`config.mk`:
```
export PLATFORM = sky130hd
export DESIGN_NAME = game_flow_ctrl
export DESIGN_NICKNAME = d
export VERILOG_FILES = /design/src/rtl/game_pkg.sv /design/src/rtl/bcd_counter3.sv /design/src/rtl/game_flow_ctrl.sv
export SDC_FILE = /design/constraint.sdc
export NUM_CORES = 1
export LEC_CHECK = 0
export CAP_MARGIN = 20
export CORE_MARGIN = 2
export CORE_UTILIZATION = 45
export CTS_CLUSTER_DIAMETER = 30
export DETAILED_ROUTE_END_ITERATION = 12
export PLACE_DENSITY_LB_ADDON = 0.15
export SYNTH_ARGS = -nofsm -noshare
export SYNTH_HDL_FRONTEND = slang
export SYNTH_SLANG_ARGS = --single-unit
export TNS_END_PERCENT = 100
```
`constraint.sdc`:
```
create_clock -name clk -period 2.7 [get_ports clk]
set_clock_uncertainty 0.15 [all_clocks]
set_input_delay 0.675 -clock clk [delete_from_list [all_inputs] [get_ports clk]]
set_output_delay 0.675 -clock clk [all_outputs]
set_load 0.03 [all_outputs]
```
`src/rtl/game_pkg.sv`:
```
`default_nettype none
// ============================================================================
//  Package  : game_pkg
//  Purpose  : Shared round-state encoding, reset values and a BCD helper for
//             the game-flow controller and its score counter.
//  Revision : 1.0  initial release
// ============================================================================
package game_pkg;

   typedef enum logic [1:0] {
      GS_IDLE = 2'd0,
      GS_PLAY = 2'd1,
      GS_HIT  = 2'd2,
      GS_OVER = 2'd3
   } game_state_t;

   // Round-state codes as plain constants for the state register
   localparam logic [1:0] ST_IDLE = 2'd0;
   localparam logic [1:0] ST_PLAY = 2'd1;
   localparam logic [1:0] ST_HIT  = 2'd2;
   localparam logic [1:0] ST_OVER = 2'd3;

   // Values forced by reset
   localparam logic [11:0] RST_SCORE  = 12'h000;
   localparam logic [1:0]  RST_LIVES  = 2'd0;
   localparam logic [6:0]  RST_TIME   = 7'd0;
   localparam logic [2:0]  RST_FREEZE = 3'd0;

   // Binary (0..999) to three packed BCD digits; used on constants only
   function automatic logic [11:0] to_bcd3(input int unsigned value);
      logic [11:0] res;
      res[11:8] = 4'((value / 100) % 10);
      res[7:4]  = 4'((value / 10) % 10);
      res[3:0]  = 4'(value % 10);
      return res;
   endfunction

endpackage
`default_nettype wire

```
`src/rtl/bcd_counter3.sv`:
```
`default_nettype none
// ============================================================================
//  Module   : bcd_counter3
//  Purpose  : Three-digit BCD up-counter with synchronous clear and
//             saturation at 999. The next value is exported so the owner can
//             make decisions on the value that is about to be stored.
//  Revision : 1.0  initial release
// ============================================================================
module bcd_counter3
   import game_pkg::*;
(
   input  logic        clk,
   input  logic        rst,        // asynchronous, active-low
   input  logic        clr,
   input  logic        inc,
   output logic [11:0] count,
   output logic [11:0] count_nxt
);

   // Next value: clear wins, otherwise ripple the digit carries in one cycle
   always_comb begin
      count_nxt = count;
      if (clr) begin
         count_nxt = 12'h000;
      end else if (inc && (count != 12'h999)) begin
         if (count[3:0] != 4'd9) begin
            count_nxt[3:0] = count[3:0] + 4'd1;
         end else begin
            count_nxt[3:0] = 4'd0;
            if (count[7:4] != 4'd9) begin
               count_nxt[7:4] = count[7:4] + 4'd1;
            end else begin
               count_nxt[7:4]  = 4'd0;
               count_nxt[11:8] = count[11:8] + 4'd1;
            end
         end
      end
   end

   // Count register
   always_ff @(posedge clk or negedge rst) begin
      if (!rst) begin
         count <= RST_SCORE;
      end else begin
         count <= count_nxt;
      end
   end

endmodule
`default_nettype wire

```
`src/rtl/game_flow_ctrl.sv`:
```
`default_nettype none
// ============================================================================
//  Module   : game_flow_ctrl
//  Purpose  : Round sequencer (idle/play/hit-freeze/over) for the dragon,
//             robot and missile datapath. Edge-detects the key and collision
//             levels, owns score, lives and countdown, and gates all object
//             motion through move_en.
//  Revision : 1.0  initial release
// ============================================================================
module game_flow_ctrl
   import game_pkg::*;
#(
   parameter int unsigned TIME_LIMIT   = 60,
   parameter int unsigned LIVES        = 3,
   parameter int unsigned FREEZE_TICKS = 2,
   parameter int unsigned WIN_SCORE    = 50
)(
   input  logic        clk,
   input  logic        rst,         // asynchronous, active-low
   input  logic        tick_1hz,
   input  logic        start_key,
   input  logic        hit_dragon,
   input  logic        hit_robot,
   output logic [1:0]  game_state,
   output logic        move_en,
   output logic [11:0] score_bcd,
   output logic [1:0]  lives,
   output logic [6:0]  time_left,
   output logic        win
);

   localparam logic [6:0]  TIME_INIT   = 7'(TIME_LIMIT);
   localparam logic [1:0]  LIVES_INIT  = 2'(LIVES);
   localparam logic [2:0]  FREEZE_INIT = 3'(FREEZE_TICKS);
   // BCD digits order the same way as the numbers, so a plain compare works
   localparam logic [11:0] WIN_BCD     = to_bcd3(WIN_SCORE);

   logic        start_q;
   logic        dragon_q;
   logic        robot_q;
   logic        start_ev;
   logic        dragon_ev;
   logic        robot_ev;

   logic [1:0]  state_nxt;
   logic [1:0]  lives_nxt;
   logic [6:0]  time_nxt;
   logic [2:0]  freeze_cnt;
   logic [2:0]  freeze_nxt;
   logic        win_nxt;

   logic        score_clr;
   logic        score_inc;
   logic [11:0] score_nxt;

   assign start_ev  = start_key  & ~start_q;
   assign dragon_ev = hit_dragon & ~dragon_q;
   assign robot_ev  = hit_robot  & ~robot_q;

   // Score is cleared on round start and counts missile hits only while playing
   assign score_clr = (game_state == ST_IDLE) && start_ev;
   assign score_inc = (game_state == ST_PLAY) && dragon_ev;

   bcd_counter3 u_score (
      .clk       (clk),
      .rst       (rst),
      .clr       (score_clr),
      .inc       (score_inc),
      .count     (score_bcd),
      .count_nxt (score_nxt)
   );

   // One registered copy of each level for rising-edge detection
   always_ff @(posedge clk or negedge rst) begin
      if (!rst) begin
         start_q  <= 1'b0;
         dragon_q <= 1'b0;
         robot_q  <= 1'b0;
      end else begin
         start_q  <= start_key;
         dragon_q <= hit_dragon;
         robot_q  <= hit_robot;
      end
   end

   // Round state machine and counter updates; counters move independently,
   // the exit priority is lose, score win, timeout win, then freeze
   always_comb begin
      state_nxt  = game_state;
      lives_nxt  = lives;
      time_nxt   = time_left;
      freeze_nxt = freeze_cnt;
      win_nxt    = win;
      case (game_state)
         ST_IDLE: begin
            if (start_ev) begin
               state_nxt = ST_PLAY;
               lives_nxt = LIVES_INIT;
               time_nxt  = TIME_INIT;
               win_nxt   = 1'b0;
            end
         end
         ST_PLAY: begin
            if (robot_ev && (lives != 2'd0)) begin
               lives_nxt = lives - 2'd1;
            end
            if (tick_1hz && (time_left != 7'd0)) begin
               time_nxt = time_left - 7'd1;
            end
            if (robot_ev && (lives_nxt == 2'd0)) begin
               state_nxt = ST_OVER;
               win_nxt   = 1'b0;
            end else if (dragon_ev && (score_nxt >= WIN_BCD)) begin
               state_nxt = ST_OVER;
               win_nxt   = 1'b1;
            end else if (tick_1hz && (time_nxt == 7'd0)) begin
               state_nxt = ST_OVER;
               win_nxt   = 1'b1;
            end else if (robot_ev) begin
               state_nxt  = ST_HIT;
               freeze_nxt = FREEZE_INIT;
            end
         end
         ST_HIT: begin
            if (tick_1hz) begin
               if (freeze_cnt > 3'd1) begin
                  freeze_nxt = freeze_cnt - 3'd1;
               end else begin
                  freeze_nxt = 3'd0;
                  state_nxt  = ST_PLAY;
               end
            end
         end
         default: begin
            if (start_ev) begin
               state_nxt = ST_IDLE;
            end
         end
      endcase
   end

   // Registered outputs; move_en decodes the next state so it tracks game_state
   always_ff @(posedge clk or negedge rst) begin
      if (!rst) begin
         game_state <= ST_IDLE;
         move_en    <= 1'b0;
         lives      <= RST_LIVES;
         time_left  <= RST_TIME;
         freeze_cnt <= RST_FREEZE;
         win        <= 1'b0;
      end else begin
         game_state <= state_nxt;
         move_en    <= (state_nxt == ST_PLAY);
         lives      <= lives_nxt;
         time_left  <= time_nxt;
         freeze_cnt <= freeze_nxt;
         win        <= win_nxt;
      end
   end

endmodule
`default_nettype wire

```
==> flow_summary.rst, run 1 <==
.. list-table::
   :header-rows: 1

   * - Metric
     - Value
   * - Outcome
     - finished, final reports clean
   * - Cell class contributing the biggest share of worst-path delay
     - buffers and inverters
   * - Setup crit end kind
     - flip-flop
   * - Total negative setup slack
     - 0 ns
   * - Count of state elements after synthesis
     - 31
   * - Final worst path period share
     - 97.0%
   * - Post-synthesis average cell area
     - 9.24 um^2
   * - Post-placement worst setup slack
     - -0.468 ns
   * - Max-slew violations
     - 0
   * - First-pass iteration count of the detailed router
     - 4
   * - Area of the core region
     - 0.00403 mm^2
   * - TritonCTS clock tree
     - built
   * - H-tree lvl count
     - 2
   * - Post-synth cell types
     - 51
   * - Total power of the final layout
     - 2.07 mW
   * - Maximum root-to-sink buffer count
     - 2
   * - Clock root cell
     - clkbuf_8
   * - Max Cap Viol
     - 0
   * - DIE WIDTH
     - 69.1 um
   * - Setup Crit Path Kind
     - input pin to flip-flop
   * - NumNets Final
     - 279
   * - Fraction of final layout cells with drive strength greater than 1
     - 19.7%
   * - Proportion of netlist area held by the largest area contributor
     - 40.7%
   * - Final antenna diode count
     - 0
   * - Post-synth EDFFs
     - 0
   * - Die ar.
     - 0.00477 mm^2
   * - Proportion of register bits with asynchronous set or reset after synthesis
     - 100%
   * - Hold Crit Depth
     - 1
   * - Maximum fanout count along the critical path
     - 7
   * - Via-to-Cell Ratio
     - 5.42
   * - Worst Hold Class
     - flip-flop to flip-flop
   * - Routability congestion estimate from global placement
     - 0.906
   * - Via count of the first global-routing pass
     - 1,698
   * - Count of buffer and inverter cells on the critical path
     - 2
   * - Leak Pwr
     - 1.06 nW
   * - Clk pin slew, worst setup/hold paths
     - 0.07 ns
   * - Number of CTS-inserted buffers
     - 5
   * - Via count
     - 1,730
   * - Commonest register cell after synthesis
     - dfrtp_1
   * - Maximum number of pins on one net before global-route repair
     - 32
   * - Peak VDD IR
     - 0.000436 V
   * - Drt wl/cell
     - 14.2 um
   * - Antenna violations before repair
     - 0
   * - # fillers
     - 362
   * - Instance count on the critical path
     - 8
   * - Post-route setup slack
     - 0.0822 ns
   * - Commonest non-fill, non-tap cell in the layout
     - dfrtp_1
   * - Overall routed net length
     - 4530 um
   * - Tightest Pin Transition
     - 0.567 ns
   * - Site Rows
     - 23
   * - Ports placed on the boundary
     - 31
   * - Max transition margin
     - 61.7%
   * - Setup violators final
     - 0
   * - Num Clock Sinks
     - 31
   * - Cell Area, Synth
     - 0.00190 mm^2
   * - Cell area after placement
     - 0.00244 mm^2
   * - Synthesized netlist cell count
     - 206
   * - Required time of the worst setup path
     - 2.71 ns
   * - Kind of launch point of the worst setup path
     - input pin
   * - Most used cells in the layout excluding fill and tap cells
     - 31 x dfrtp_1, 28 x nor2_1, 28 x clkdlybuf4s50_1, 28 x buf_4, 17 x nand2_1
   * - Worst R2R Path Depth
     - 7
   * - Final period demand of the worst path
     - 2.62 ns
   * - Ratio of total power to cell area
     - 801 mW/mm^2
   * - Effective utilization at floorplan
     - 47.3%
   * - DRC violation count after routing
     - 0
   * - Starting DRT DRC Count
     - 143
   * - Total GRT Usage
     - 20.4%
   * - Hold violation count in the final report
     - 0
   * - Final global-route overflow total
     - 0
   * - Crit path cell chain
     - clkdlybuf4s50_1 > nor4b_4 > nor2b_1 > mux2_2 > o21bai_1 > a311oi_2 > buf_4 > a32oi_1
   * - Slowest stage cell on the critical path
     - clkdlybuf4s50_1
   * - Maximum achievable frequency
     - 382 MHz
   * - Die Ht
     - 69.1 um
   * - Count of yosys warnings during synthesis
     - 0
   * - Routed Antenna Nets
     - 0
   * - Port Buffers
     - 30
   * - Data arrival at the endpoint of the critical path
     - 2.62 ns
   * - Final cell area excluding filler cells
     - 0.00259 mm^2
   * - Reg-to-reg setup timing slack
     - 0.13 ns
   * - Sequential-to-total area share from yosys stat
     - 40.7%
   * - Crit path largest cell delay
     - 0.50 ns
   * - Post-synthesis net count
     - 217
   * - HPWL Detailed
     - 3260 um
   * - Fin util
     - 64.3%
   * - Syn-to-layout area delta
     - 36.0%
   * - Post-synth top area cell
     - dfrtp_1
   * - Global-route wire length before repair
     - 7880 um
   * - Top cells by area in the synthesized netlist
     - dfrtp_1 41%, nor2_1 5.5%, a21oi_1 3.4%
   * - Clk_lat worst skew
     - 0.28 ns
[metrics by stage]
| step | hold slack, ns | std cells |
|---|---|---|
| global route | 0.403 | 319 |
| floorplan | 0.229 | 206 |
| detailed placement | 0.350 | 309 |
| global placement | 0.341 | 309 |
| CTS | 0.359 | 318 |
| finish | 0.357 | 319 |
[Yosys cell counts (2+ instances only)]
cell type and number:
a211oi_1 2, a21o_1 2, a21oi_1 13, a22oi_1 2, a31oi_1 3, a32oi_1 2, and3b_1 2, buf_2 2
dfrtp_1 31, ha_1 5, inv_1 16, mux2_2 2, mux2i_1 3, nand2_1 17, nand2b_1 5, nand3_1 3
nand4_1 2, nand4bb_4 2, nor2_1 28, nor2b_1 4, nor3_1 9, nor4_1 4, nor4b_1 2, nor4bb_1 2
o21ai_0 13, xnor2_1 4, xor2_1 2
[per-layer routing]
metal / vias up / GRT usage [%] / routed length (um)
met5: - / 0 / 0
met2: 35 / 32.4 / 2090
li1: 869 / - / -
met3: 5 / 4.97 / 182
met1: 821 / 28.1 / 2200
met4: 0 / 5.23 / 57
[sequential cells by signal, indices dropped and copies added, names as in the netlist, 2 cells and up]
| name | count |
|---|---|
| u_score.count | 12 |
| lives | 2 |
| game_state | 2 |
| freeze_cnt | 3 |
| time_left | 7 |
[report_power, final]
part | internal, mW | leakage [nW] | switching, mW
Combinational | 0.431 | 0.622 | 0.574
Sequential | 0.563 | 0.386 | 0.0973
Clock | 0.233 | 0.0515 | 0.177
Total | 1.23 | 1.06 | 0.848
[what timing repair did]
item | 4_1_cts | 5_1_grt
hold buffers | 0 | 0
resized for setup | 6 | 2
pin swaps | 1 | 0
setup endpoints to repair | 7 | 1
setup buffers | 1 | 1
[logic make-up (layout without fill, tap and decap cells)]
group / after synthesis / after routing / share of synthesized area (%)
flops: 31 / 31 / 40.7
simple gates: 90 / 90 / 28.5
xor+xnor: 6 / 6 / 2.76
buf+inv: 20 / 83 / 4.47
compound gates: 49 / 49 / 17.5
mux: 5 / 5 / 2.76
fa+ha+maj: 5 / 5 / 3.29
[layout make-up]
cell class / instances / area [um^2] / area share (%)
tap: 50 / 62.6 / 2.42
clock buffer: 8 / 100 / 3.86
timing repair buffer: 59 / 519 / 20.0
sequential: 31 / 776 / 30.0
multi-input combinational: 155 / 1070 / 41.4
inverter: 16 / 60.1 / 2.32
[path summary, 6_finish.rpt]
check	from	endpoint
worst max register to register	time_left[3]	move_en
worst max-delay path	start_key	game_state[1]
worst min-delay path	freeze_cnt[0]	freeze_cnt[0]
max in group asynchronous	rst	start_q
min in group asynchronous	rst	u_score.count[7]
worst min register to register	freeze_cnt[0]	freeze_cnt[0]
(Power assumes the default switching activity.)
==> inputs of run 2 (changes only) <==
Settings changed: ABC_AREA from default to 1.
==> flow_summary.rst, run 2 <==
.. list-table::
   :header-rows: 1

   * - Metric
     - Value
   * - Outcome
     - finished, final reports clean
   * - Maximum number of pins on one net before global-route repair
     - 32 (unchanged)
   * - Leak Pwr
     - 1.34 nW (+26%)
   * - NumNets Final
     - 346 (+24%)
   * - Routability congestion estimate from global placement
     - 0.839 (-7.4%)
   * - Max FFs per register
     - 12 (unchanged)
   * - Drt wl/cell
     - 11.3 um (-20%)
   * - Maximum fanout count along the critical path
     - 8 (+1)
   * - Total GRT Usage
     - 19.5% (-0.95 points)
   * - Clock root cell
     - clkbuf_8
   * - Routed Antenna Nets
     - 0 (unchanged)
   * - Commonest register cell after synthesis
     - dfrtp_1
   * - Largest registers ranked by flip-flop count
     - u_score.count (12), time_left (7), freeze_cnt (3)
   * - Clk pin slew, worst setup/hold paths
     - 0.06 ns (about the same)
   * - Global-route wire length before repair
     - 7730 um (-1.9%)
   * - Peak VDD IR
     - 0.000479 V (+9.8%)
   * - Maximum achievable frequency
     - 401 MHz (+5.0%)
   * - Tightest Pin Transition
     - 0.393 ns (-0.174 ns)
   * - H-tree lvl count
     - 2 (unchanged)
   * - Synthesized netlist cell count
     - 281 (+36%)
   * - Port Buffers
     - 30 (unchanged)
   * - Setup crit end kind
     - flip-flop
   * - Antenna violations before repair
     - 0 (unchanged)
   * - Count of state elements after synthesis
     - 31 (unchanged)
   * - Starting DRT DRC Count
     - 82 (-43%)
   * - Max-slew violations
     - 0 (unchanged)
   * - Post-CTS setup-driven buffer insertion count
     - 0 (-1)
   * - Post-synthesis net count
     - 292 (+35%)
   * - Fraction of final layout cells with drive strength greater than 1
     - 15.8% (-3.9 points)
   * - Via-to-Cell Ratio
     - 4.93 (-9.0%)
   * - Area of the multi-input gates
     - 0.00101 mm^2 (-6.2%)
   * - Commonest non-fill, non-tap cell in the layout
     - nand2_1
   * - Final worst path period share
     - 92.3% (-4.6 points)
   * - Count of buffer and inverter cells on the critical path
     - 4 (+2)
   * - Top-count cell post-synth
     - nand2_1
   * - Count of yosys warnings during synthesis
     - 0 (unchanged)
   * - Slowest stage cell on the critical path
     - clkdlybuf4s50_1
   * - Hold violation count in the final report
     - 0 (unchanged)
   * - Max Cap Viol
     - 0 (unchanged)
   * - Setup Crit Path Kind
     - input pin to flip-flop
   * - Post-synth EDFFs
     - 0 (unchanged)
   * - Fraction of the mapped netlist area in adder cells
     - 3.13% (-0.16 points)
   * - DRC violation count after routing
     - 0 (unchanged)
   * - Crit path cell chain
     - clkdlybuf4s50_1 > inv_1 > nor3_4 > buf_12 > nand4_1 > nand3_1 > nand2_1 > nor2_4 > nand3_2 > nand2_2 > nand3_1 > nand2_1 > nand3_2 > nand2_1 > inv_1
   * - DIE WIDTH
     - 70.7 um (+2.4%)
   * - First-pass iteration count of the detailed router
     - 4 (unchanged)
   * - # fillers
     - 426 (+18%)
   * - Count of hold-fix buffers inserted at cts
     - 0 (unchanged)
   * - Num Clock Sinks
     - 31 (unchanged)
   * - Syn-to-layout area delta
     - 29.6%
   * - Most repeated library cell on the critical path
     - nand2_1
   * - Cell Area, Synth
     - 0.00200 mm^2 (+5.1%)
   * - Register name with the most flops
     - u_score.count
   * - Data arrival at the endpoint of the critical path
     - 2.52 ns (-0.10 ns)
   * - Reg-to-reg setup timing slack
     - 0.37 ns (+0.24 ns)
   * - Required time of the worst setup path
     - 2.73 ns (+0.02 ns)
   * - Via count
     - 1,909 (+10%)
   * - Effective utilization at floorplan
     - 46.3% (-1.0 points)
   * - Synth top cells by count
     - 68 x nand2_1, 45 x inv_1, 36 x nor2_1, 31 x dfrtp_1, 21 x nand3_1
   * - Top cells by area in the synthesized netlist
     - dfrtp_1 39%, nand2_1 13%, inv_1 8.4%
   * - Proportion of register bits with asynchronous set or reset after synthesis
     - 100% (unchanged)
   * - Site Rows
     - 24 (+4.3%)
   * - Main combinational cell family by area after synthesis
     - simple AND/OR/NAND/NOR gates
   * - Ratio of total power to cell area
     - 955 mW/mm^2 (+19%)
   * - Post-synth cell types
     - 29 (-43%)
   * - Fraction of synthesized cell area in xor and xnor cells
     - 3.06% (+0.30 points)
   * - Final antenna diode count
     - 0 (unchanged)
   * - Overall routed net length
     - 4380 um (-3.3%)
   * - Setup violators final
     - 0 (unchanged)
   * - Crit path largest cell delay
     - 0.48 ns (-0.02 ns)
   * - Sequential cell area in the final layout
     - 776 um^2 (unchanged)
   * - Post-synthesis average cell area
     - 7.12 um^2 (-23%)
   * - Cell class contributing the biggest share of worst-path delay
     - simple AND/OR/NAND/NOR gates
   * - Final cell area excluding filler cells
     - 0.00259 mm^2 (+0.15%)
   * - Clk_lat worst skew
     - 0.28 ns (about the same)
   * - Worst Hold Class
     - flip-flop to flip-flop
   * - Number of CTS-inserted buffers
     - 5 (unchanged)
   * - Cell area after placement
     - 0.00251 mm^2 (+2.5%)
   * - Sequential-to-total area share from yosys stat
     - 38.8% (-2.0 points)
   * - Most used cells in the layout excluding fill and tap cells
     - 68 x nand2_1, 45 x inv_1, 36 x nor2_1, 31 x dfrtp_1, 30 x clkdlybuf4s50_1
   * - Compound-Gate Fraction of Synth Area
     - 7.82% (-9.7 points)
   * - Ports placed on the boundary
     - 31 (unchanged)
   * - Die Ht
     - 70.7 um (+2.4%)
   * - Proportion of synthesized area in mux cells
     - 0.500% (-2.3 points)
   * - Proportion of netlist area held by the largest area contributor
     - 38.8% (-2.0 points)
   * - HPWL Detailed
     - 3400 um (+4.3%)
   * - Setup repair after global routing missed its margin
     - false
   * - Final global-route overflow total
     - 0 (unchanged)
   * - Final period demand of the worst path
     - 2.49 ns (-0.125 ns)
   * - Kind of launch point of the worst setup path
     - input pin
   * - Via count of the first global-routing pass
     - 1,763 (+3.8%)
   * - Post-synth top area cell
     - dfrtp_1
   * - Maximum root-to-sink buffer count
     - 2 (unchanged)
   * - Max transition margin
     - 73.8% (+12 points)
   * - Die ar.
     - 0.00499 mm^2 (+4.8%)
   * - Area of the core region
     - 0.00432 mm^2 (+7.3%)
   * - Total negative setup slack
     - 0 ns (unchanged)
   * - TritonCTS clock tree
     - built
   * - Basic-gate share of the synthesized area counting and, or, nand and nor cells
     - 35.8% (+7.3 points)
   * - Number of resized instances in the post-cts repair step
     - 0 (-6)
## run 2: changes by cell type in the layout (fill, tap and decap cells not counted), moves of 5 or more
cell / change
inv_1: +29
nor3_1: -5
buf_4: -12
o21ai_1: +7
nand3_2: +5
nand2_1: +51
o22ai_1: +5
o21ai_0: -9
nand3_1: +18
inv_2: +11
nand2b_1: -5
nor2_1: +8
## run 2: path summary, 6_finish.rpt
check | startpoint | to | depth (start not counted)
worst min-delay path | freeze_cnt[0] | freeze_cnt[0] | 2
worst max-delay path | hit_dragon | move_en | 15
min in group asynchronous | rst | u_score.count[6] | 2
worst max register to register | time_left[1] | freeze_cnt[1] | 16
worst min register to register | freeze_cnt[0] | freeze_cnt[0] | 2
max in group asynchronous | rst | robot_q | 2
## run 2: area by class of cell
| type | instances | area share (%) |
|---|---|---|
| clock inverter | 1 | 0.193 |
| inverter | 58 | 8.44 |
| multi-input combinational | 192 | 38.8 |
| sequential | 31 | 29.9 |
| clock buffer | 6 | 3.18 |
| tap | 52 | 2.51 |
| timing repair buffer | 47 | 17.0 |
## run 2: logic make-up after synthesis
logic type	count (synthesis)
adders and majority gates	5
buffers and inverters	58
and+or+nand+nor	151
xor gates and xnor gates	7
DFF	31
AOI/OAI and AO/OA	28
muxes	1
## run 2: power by group
group / switching, mW / internal [mW] / total, mW
registers: 0.141 / 0.595 / 0.736
logic: 0.824 / 0.547 / 1.37
clock network: 0.171 / 0.200 / 0.371
total: 1.14 / 1.34 / 2.48
## run 2: through the flow
stage / hold slack (ns) / instances / setup WS, ns / util, % / total power, mW
after global placement: 0.333 / 380 / -0.0971 / 58.0 / 2.09
after floorplan: 0.229 / 281 / 0.462 / - / 1.64
after CTS: 0.358 / 387 / 0.182 / 60.0 / 2.50
final: 0.354 / 387 / 0.207 / 60.0 / 2.48
after global routing: 0.422 / 387 / 0.0188 / 60.0 / 2.69
after detailed placement: 0.345 / 380 / -0.122 / 58.0 / 2.12
## run 2: worst register-to-register path, stage by stage (launching register included)
cell and delay, ns:
dfrtp_1 0.42, inv_1 0.08, ha_1 0.21, nand2_1 0.10
nor2_1 0.13, inv_2 0.05, nand2_2 0.11, inv_2 0.08
nand2_1 0.06, nand2_1 0.08, nor2_1 0.11, nand3_1 0.09
nor2_1 0.21, nand2_1 0.10, nand4_2 0.15, nand2_1 0.06
o21ai_1 0.07
## run 2: layer usage
metal / vias up / GRT usage [%] / part of all wire, %
met5: - / 0 / 0
li1: 989 / - / -
met3: 8 / 3.99 / 4.4
met1: 858 / 24.7 / 47
met2: 54 / 33.1 / 47
met4: 0 / 6.92 / 1.7
==> inputs of run 3 (changes only) <==
Settings changed: DONT_BUFFER_PORTS from default to 1.
==> flow_summary.rst, run 3 (synthesis results as in run 2) <==
.. list-table::
   :header-rows: 1

   * - Metric
     - Value
   * - Post-placement worst setup slack
     - 0.259 ns (+0.381 ns)
   * - Crit path cell chain
     - inv_2 > ha_1 > nand2_1 > nor2_1 > inv_2 > nand2_2 > inv_2 > a21oi_1 > nand2_1 > nor2_2 > nand2_1 > nand4_2 > nand2_1 > o21ai_1
   * - Required time of the worst setup path
     - 2.76 ns (+0.03 ns)
   * - Via-to-Cell Ratio
     - 4.93 (about the same)
   * - Worst R2R Path Depth
     - 14 (-2)
   * - Worst-case hold slack
     - 0.0668 ns (-0.287 ns)
   * - Setup violators final
     - 0 (unchanged)
   * - Ratio of total power to cell area
     - 994 mW/mm^2 (+4.1%)
   * - Max-slew violations
     - 0 (unchanged)
   * - Maximum achievable frequency
     - 414 MHz (+3.1%)
   * - Die ar.
     - 0.00499 mm^2 (unchanged)
   * - TritonCTS clock tree
     - built
   * - Maximum fanout count along the critical path
     - 6 (-2)
   * - First-pass iteration count of the detailed router
     - 6 (+2)
   * - NumNets Final
     - 313 (-9.5%)
   * - Post-route setup slack
     - 0.282 ns (+0.0749 ns)
   * - Overall routed net length
     - 4340 um (-0.78%)
   * - Start of the worst register-to-register path
     - time_left[0]
   * - Via count
     - 1,751 (-8.3%)
   * - Outcome
     - finished, final reports clean
   * - Tightest Pin Transition
     - 0.402 ns (+0.00944 ns)
   * - Total GRT Usage
     - 19.0% (-0.51 points)
   * - Ports placed on the boundary
     - 31 (unchanged)
   * - Final global-route overflow total
     - 0 (unchanged)
   * - Register name with the most flops
     - u_score.count
   * - Kind of launch point of the worst setup path
     - flip-flop
   * - HPWL Detailed
     - 3350 um (-1.6%)
   * - Setup crit end kind
     - flip-flop
   * - Routability congestion estimate from global placement
     - 0.856 (+2.0%)
   * - Commonest non-fill, non-tap cell in the layout
     - nand2_1
   * - Final worst path period share
     - 89.6% (-2.8 points)
   * - DIE WIDTH
     - 70.7 um (unchanged)
   * - Hold violation count in the final report
     - 0 (unchanged)
   * - Max FFs per register
     - 12 (unchanged)
   * - Leak Pwr
     - 1.21 nW (-9.3%)
   * - Antenna violations before repair
     - 0 (unchanged)
   * - Port Buffers
     - 0 (-100%)
   * - Setup Crit Path Kind
     - flip-flop to flip-flop
   * - Drt wl/cell
     - 12.2 um (+8.2%)
   * - Clk pin slew, worst setup/hold paths
     - 0.07 ns (about the same)
   * - Max transition margin
     - 73.1% (-0.72 points)
   * - Cell total after placement
     - 346 (-8.9%)
   * - Peak VDD IR
     - 0.000586 V (+22%)
   * - Effective utilization at floorplan
     - 46.3% (unchanged)
   * - Reg-to-reg setup timing slack
     - 0.28 ns (-0.09 ns)
   * - Number of CTS-inserted buffers
     - 5 (unchanged)
   * - Fraction of final layout cells with drive strength greater than 1
     - 16.8% (+1.0 points)
   * - Maximum root-to-sink buffer count
     - 2 (unchanged)
   * - Post-layout instance count excluding filler cells
     - 355 (-8.3%)
   * - End of the worst register-to-register path
     - freeze_cnt[2]
   * - Routed Antenna Nets
     - 0 (unchanged)
   * - Max Cap Viol
     - 0 (unchanged)
   * - Most repeated library cell on the critical path
     - nand2_1
   * - Most used cells in the layout excluding fill and tap cells
     - 68 x nand2_1, 45 x inv_1, 35 x nor2_1, 31 x dfrtp_1, 21 x nand3_1
   * - Largest registers ranked by flip-flop count
     - u_score.count (12), time_left (7), freeze_cnt (3)
   * - Num Clock Sinks
     - 31 (unchanged)
   * - Clock root cell
     - clkbuf_8
   * - Final period demand of the worst path
     - 2.42 ns (-0.0749 ns)
   * - Site Rows
     - 24 (unchanged)
   * - DRC violation count after routing
     - 0 (unchanged)
   * - Crit path largest cell delay
     - 0.50 ns (+0.02 ns)
   * - Final antenna diode count
     - 0 (unchanged)
   * - Via count of the first global-routing pass
     - 1,658 (-6.0%)
   * - Maximum number of pins on one net before global-route repair
     - 32 (unchanged)
   * - Setup repair after global routing missed its margin
     - false
   * - Worst Hold Class
     - input pin to async pin
   * - Total negative setup slack
     - 0 ns (unchanged)
   * - Syn-to-layout area delta
     - 13.5%
   * - Die Ht
     - 70.7 um (unchanged)
   * - H-tree lvl count
     - 2 (unchanged)
   * - Clk_lat worst skew
     - 0.28 ns (about the same)
   * - Data arrival at the endpoint of the critical path
     - 2.48 ns (-0.04 ns)
   * - Total power of the final layout
     - 2.26 mW (-8.9%)
   * - Slowest stage cell on the critical path
     - dfrtp_1
   * - Global-route wire length before repair
     - 7510 um (-2.9%)
   * - Starting DRT DRC Count
     - 73 (-11%)
   * - Area of the core region
     - 0.00432 mm^2 (unchanged)
   * - Post-CTS setup-driven buffer insertion count
     - 0 (unchanged)
-- run 3: cell types whose count changed in the layout (fill, tap and decap cells not counted) --
cell,change
clkdlybuf4s50_1,-30
buf_4,-3
clkbuf_1,+1
clkbuf_8,-1
nor2_2,+1
clkinvlp_4,+1
nor2_1,-1
-- run 3: per-layer routing --
metal  routed length (um)  global-route usage [%]
met2                 2160                    32.2
met1                 1940                    23.0
met4                   30                    7.34
met5                    0                       0
met3                  220                    5.27
-- run 3: stage by stage --
step | utilization, % | cell area, um^2
3_5_place_dp | 50.0 | 2160
4_1_cts | 52.5 | 2270
2_1_floorplan | - | 2000
5_1_grt | 52.5 | 2270
6_report | 52.5 | 2270
3_3_place_gp | 50.0 | 2160
-- run 3: layout make-up --
cell class | instances | area, um^2
clock buffers | 6 | 72.6
repair buffers | 14 | 118
clock inverters | 2 | 12.5
fillers | 429 | 2050
inverters | 58 | 219
well taps | 52 | 65.1
multi-input cells | 192 | 1010
flip-flops and latches | 31 | 776
-- run 3: worst max-delay path by stage --
stage	cells after the start	to	slack (ns)	from
CTS	16	freeze_cnt[2]	0.26	time_left[0]
detailed placement	16	freeze_cnt[2]	0.26	time_left[0]
global placement	16	freeze_cnt[0]	0.34	time_left[0]
finish	14	freeze_cnt[2]	0.28	time_left[0]
global route	16	freeze_cnt[1]	0.03	time_left[0]
floorplan	13	freeze_cnt[1]	0.46	start_key
-- run 3: repair_timing --
item / CTS / global route
setup endpoints to repair: 0 / 3
hold buffers: 1 / 0
gates resized for setup: 0 / 1
endpoints found under the hold margin: 31 / 0
-- run 3: worst max-delay path: cells and delay by family, from the launching register on --
kind                     cells  cell delay, ns
buffers and inverters        3            0.27
AND/OR/NAND/NOR              8            0.90
AO/OA/AOI/OAI                2            0.30
adder cells (fa/ha/maj)      1            0.22
flip-flops                   1            0.50
-- run 3: power breakdown --
part / leakage [nW] / switching [mW] / internal, mW
logic: 0.783 / 0.693 / 0.369
clock network: 0.0412 / 0.177 / 0.180
registers: 0.387 / 0.246 / 0.593
